<file path="src/rtl/subtree_response_merger.sv">
// Merges child response words into one upstream stream: round-robin grant, small output FIFO,
// source-index tagging and a saturating count of words accepted upstream.
module subtree_response_merger #(
   parameter int unsigned NUM_CHILDREN = 5,
   parameter int unsigned DATA_W       = 16,
   parameter int unsigned FIFO_DEPTH   = 4,
   parameter int unsigned IDX_W        = 3
) (
   input  logic                           clk,
   input  logic                           rst_n,
   input  logic [NUM_CHILDREN-1:0]        child_valid,
   input  logic [NUM_CHILDREN*DATA_W-1:0] child_data,
   output logic [NUM_CHILDREN-1:0]        child_ready,
   output logic                           out_valid,
   output logic [DATA_W-1:0]              out_data,
   output logic [IDX_W-1:0]               out_src,
   input  logic                           out_ready,
   output logic [15:0]                    fwd_count,
   output logic                           idle
);

   localparam int unsigned PtrW = (FIFO_DEPTH > 1) ? $clog2(FIFO_DEPTH) : 1;
   localparam int unsigned CntW = PtrW + 1;
   localparam int unsigned EntW = IDX_W + DATA_W;

   logic [EntW-1:0]         mem_q [FIFO_DEPTH];
   logic [PtrW-1:0]         wr_ptr_q, rd_ptr_q;
   logic [CntW-1:0]         count_q;
   logic [IDX_W-1:0]        rr_ptr_q;
   logic [15:0]             fwd_count_q;

   logic                    empty, full, push, pop;
   logic [NUM_CHILDREN-1:0] grant;
   logic [IDX_W-1:0]        grant_idx;
   logic [DATA_W-1:0]       grant_data;
   logic [EntW-1:0]         head;

   assign empty = (count_q == '0);
   assign full  = (count_q == CntW'(FIFO_DEPTH));

   // Two passes give the wrapped search: children at or above rr_ptr first, then the rest.
   always_comb begin
      grant      = '0;
      grant_idx  = '0;
      grant_data = '0;
      if (rst_n && !full) begin
         for (int i = 0; i < NUM_CHILDREN; i++) begin
            if (grant == '0 && child_valid[i] && IDX_W'(i) >= rr_ptr_q) begin
               grant[i]   = 1'b1;
               grant_idx  = IDX_W'(i);
               grant_data = child_data[i*DATA_W +: DATA_W];
            end
         end
         for (int i = 0; i < NUM_CHILDREN; i++) begin
            if (grant == '0 && child_valid[i] && IDX_W'(i) < rr_ptr_q) begin
               grant[i]   = 1'b1;
               grant_idx  = IDX_W'(i);
               grant_data = child_data[i*DATA_W +: DATA_W];
            end
         end
      end
   end

   assign push        = |grant;
   assign child_ready = grant;
   assign out_valid   = rst_n && !empty;
   assign pop         = out_valid && out_ready;
   assign head        = out_valid ? mem_q[rd_ptr_q] : '0;
   assign out_data    = head[DATA_W-1:0];
   assign out_src     = head[EntW-1:DATA_W];
   assign fwd_count   = fwd_count_q;
   assign idle        = empty && (child_valid == '0);

   always_ff @(posedge clk) begin
      if (!rst_n) begin
         wr_ptr_q    <= '0;
         rd_ptr_q    <= '0;
         count_q     <= '0;
         rr_ptr_q    <= '0;
         fwd_count_q <= '0;
      end else begin
         if (push) begin
            wr_ptr_q <= wr_ptr_q + PtrW'(1);
            rr_ptr_q <= (grant_idx == IDX_W'(NUM_CHILDREN - 1)) ? '0 : grant_idx + IDX_W'(1);
         end
         if (pop) begin
            rd_ptr_q <= rd_ptr_q + PtrW'(1);
            if (fwd_count_q != 16'hFFFF) begin
               fwd_count_q <= fwd_count_q + 16'd1;
            end
         end
         if (push && !pop) begin
            count_q <= count_q + CntW'(1);
         end else if (!push && pop) begin
            count_q <= count_q - CntW'(1);
         end
      end
   end

   // Storage needs no reset: the head is masked to zero whenever the FIFO is empty.
   always_ff @(posedge clk) begin
      if (push) begin
         mem_q[wr_ptr_q] <= {grant_idx, grant_data};
      end
   end

endmodule

</file>
<file path="config.mk">
export PLATFORM = sky130hd
export DESIGN_NAME = subtree_response_merger
export DESIGN_NICKNAME = d
export VERILOG_FILES = /design/src/rtl/subtree_response_merger.sv
export SDC_FILE = /design/constraint.sdc
export NUM_CORES = 1
export LEC_CHECK = 0
export CAP_MARGIN = 5
export CORE_MARGIN = 2
export CORE_UTILIZATION = 50
export DETAILED_ROUTE_END_ITERATION = 10
export PLACE_DENSITY = 0.79
export SLEW_MARGIN = 30
export SYNTH_ARGS = -nofsm -noshare
export SYNTH_HDL_FRONTEND = slang
export SYNTH_SLANG_ARGS = --single-unit
</file>
<file path="constraint.sdc">
create_clock -name clk -period 5.15 [get_ports clk]
set_input_delay 0.515 -clock clk [delete_from_list [all_inputs] [get_ports clk]]
set_output_delay 0.515 -clock clk [all_outputs]
set_load 0.01 [all_outputs]
</file>
==> metrics.csv <==
stage,metric,value,unit
status,status,finished clean,
synth,"top cells by count, synth","edfxtp_1, nor2_1, o21ai_0",
sta,RSZ-0062 raised after global routing,no,
power_and_ir_drop,VDD IR max,0.243,mV
clock_tree,PostCTS Resize Cnt,0,
worst_setup_path,CP Launch Type,input pin,
layout,share of layout cells above drive strength 1,9.58,%
place,Port-buffer cells,129,
die,row count,39,
clock_tree,hold buffers post-CTS,0,
synth,sequential area share after synthesis,48.3,%
layout,fill count,878,
clock_tree,CTS tree,done,
worst_setup_path,Reg2Reg Setup Slack,1.84,ns
hold_path,critical hold path startpoint,fwd_count[9],
sta,final hold violation count,0,
grt,total track usage,26.3,%
clock_tree,Longest Clk Path Bufs,2,
drt,Via Count,5035,
clock_tree,post-CTS setup buffers,0,
layout,sequential standard cell area,2840,um2
grt,total gr overflow,0,
synth,cell taking the most area after synthesis,edfxtp_1,
drt,drt drc,0,
die,I/O pins,130,
layout,Antenna diodes,0,
layout,Finished Layout Cells,790,
grt,initial antenna violation count,0,
worst_setup_path,critical path endpoint category,output pin,
synth,Synth Register Bits,104,
drt,drt first-iter violations,408,
die,initial core utilization,51.3,%
place,gpl congestion,0.971,
sta,Setup TNS,0,ns
synth,most frequent cell after synthesis,edfxtp_1,
worst_setup_path,Setup CP Type,in2out,
synth,share of the synthesized area in the top cell type,38.8,%
worst_setup_path,critical path data arrival time,3.28,ns
worst_setup_path,Crit path required time,4.64,ns
place,hpwl dp,12000,um
hold_path,Hold Crit Class,reg2reg,
synth,post-synthesis cell count,531,
sta,fin crit share,73.7,%
clock_tree,worst-skew pair later-pin latency,0.34,ns
clock_tree,H-Tree Level Count,3,
clock_tree,Clock Sinks,104,
clock_tree,Clock Root Buffer,clkbuf_16,
drt,first-pass detailed-route iteration total,6,
place,placed insts,774,
sta,Worst Tran Pin Value,0.997,ns
layout,Synth-to-Final Area Change,27.6,%
power_and_ir_drop,leakage power,2.64,nW
sta,Final setup viols,0,
drt,number of vias per cell,6.37,
clock_tree,"Clk pin slew, worst setup/hold paths",0.07,ns
synth,"FFs w/ async S/R, synth",0,%
synth,mapped cell area,5880,um2
clock_tree,TritonCTS buffer count,9,
synth,post-synth cell types,70,
sta,skew final,0.00397,ns
sta,Slew headroom,33.5,%
drt,WL/cell,20.9,um
worst_setup_path,CP Max Fanout,12,
sta,Pins Over Slew Limit,0,
synth,Post-synth EDFFs,76,
die,area of the core,11500,um2
flow_run,maxcap violations,0,
synth,syn avg cell area,11.1,um2
die,die area,12600,um2
grt,first-pass GRT wire length,26300,um
worst_setup_path,RR Startpoint,rr_ptr_q[1],
die,Die Y,112,um
synth,ys flop type,edfxtp_1,
layout,Multi-input gate area,2820,um2
sta,final period demand of the worst path,3.80,ns
power_and_ir_drop,PwrDens,365,nW/um2
drt,Antenna Nets Post-Route,0,
sta,f_max,263,MHz
drt,final wirelength,16500,um
layout,Final #Nets,739,
synth,Ys Warns,0,
worst_setup_path,start point of the critical path,child_valid[4],
synth,syn nets,628,
die,Die W,112,um
grt,largest net degree at the start of global routing,26,
grt,vias in the first global route,4961,
synth,largest cells by area after synthesis,"edfxtp_1, dfxtp_1, mux4_2",
==> power by group <==
part | internal (W) | switching, W
sequential | 0.00106 | 0.0000681
clock | 0.000333 | 0.000301
combinational | 0.000450 | 0.000527
total | 0.00184 | 0.000896
==> metrics by stage <==
stage / area [um2] / total power, W / hold slack (ns) / setup slack (ns) / utilization (%)
2_1_floorplan: 5880 / 0.00174 / 0.480 / 2.46 / -
3_3_place_gp: 7220 / 0.00208 / 0.494 / 1.44 / 63.0
3_5_place_dp: 7220 / 0.00211 / 0.493 / 1.42 / 63.0
4_1_cts: 7500 / 0.00275 / 0.503 / 1.39 / 65.4
5_1_grt: 7500 / 0.00288 / 0.549 / 1.21 / 65.4
6_report: 7500 / 0.00274 / 0.501 / 1.35 / 65.4
==> critical path, stage by stage <==
cell and delay, ns:
clkdlybuf4s50_1 0.56, nor3b_2 0.25, or2_1 0.30, o21bai_2 0.30, nor2_1 0.60, nor2_1 0.08
nor2_1 0.11, clkdlybuf4s50_1 0.54
==> final timing paths <==
path | end | cells after the start
max | child_ready[0] | 8
min | fwd_count[9] | 1
max reg2reg | mem_q[0][3] | 5
min reg2reg | fwd_count[9] | 1
==> sequential cells by signal (all words and copies together) (netlist names), named ones only <==
name / cells
count_q: 3
rr_ptr_q: 3
wr_ptr_q: 2
fwd_count: 16
rd_ptr_q: 2
mem_q: 76
==> cell families after synthesis <==
logic type	share of synthesized area [%]
XOR/XNOR	1.79
AND/OR/NAND/NOR	15.4
multiplexers	8.13
buffers and inverters	3.83
adder cells (fa/ha/maj)	2.04
AO/OA/AOI/OAI	20.4
flip-flops	48.3
==> per-layer routing <==
| metal | vias up | part of all wire [%] | track usage [%] |
|---|---|---|---|
| met2 | 247 | 49 | 44.3 |
| li1 | 2318 | - | - |
| met5 | - | 0 | 0 |
| met4 | 0 | 1.9 | 7.97 |
| met3 | 26 | 7.1 | 4.86 |
| met1 | 2444 | 42 | 34.8 |
==> cells in the final DEF, fill, tap and decap left out, types with 3 or more instances in the layout <==
master and count:
clkdlybuf4s50_1 129, a211oi_1 5, inv_1 9, clkbuf_16 9, a221oi_1 11, xnor2_1 3
nor2_1 47, a211o_1 15, o32ai_1 4, and2_2 4, xor2_1 9, mux2i_1 5
a21o_1 3, nand4_1 6, nand2_1 16, edfxtp_1 76, a21oi_1 14, a31oi_1 27
a22oi_1 28, o21ai_0 42, ha_1 8, o22ai_1 11, buf_4 7, mux4_2 19
nand3_1 13, and2_1 23, and3_1 18, or3_1 4, dfxtp_1 28, and4_1 5
==> area by class of cell <==
| cell class | count | share of cell area [%] |
|---|---|---|
| clock buffers | 9 | 3.00 |
| clock inverters | 7 | 0.717 |
| inverters | 11 | 0.550 |
| multi-input cells | 380 | 37.6 |
| flip-flops and latches | 104 | 37.9 |
| well taps | 143 | 2.38 |
| repair buffers | 136 | 17.9 |
Note: power is estimated with default switching activity, not from simulation.
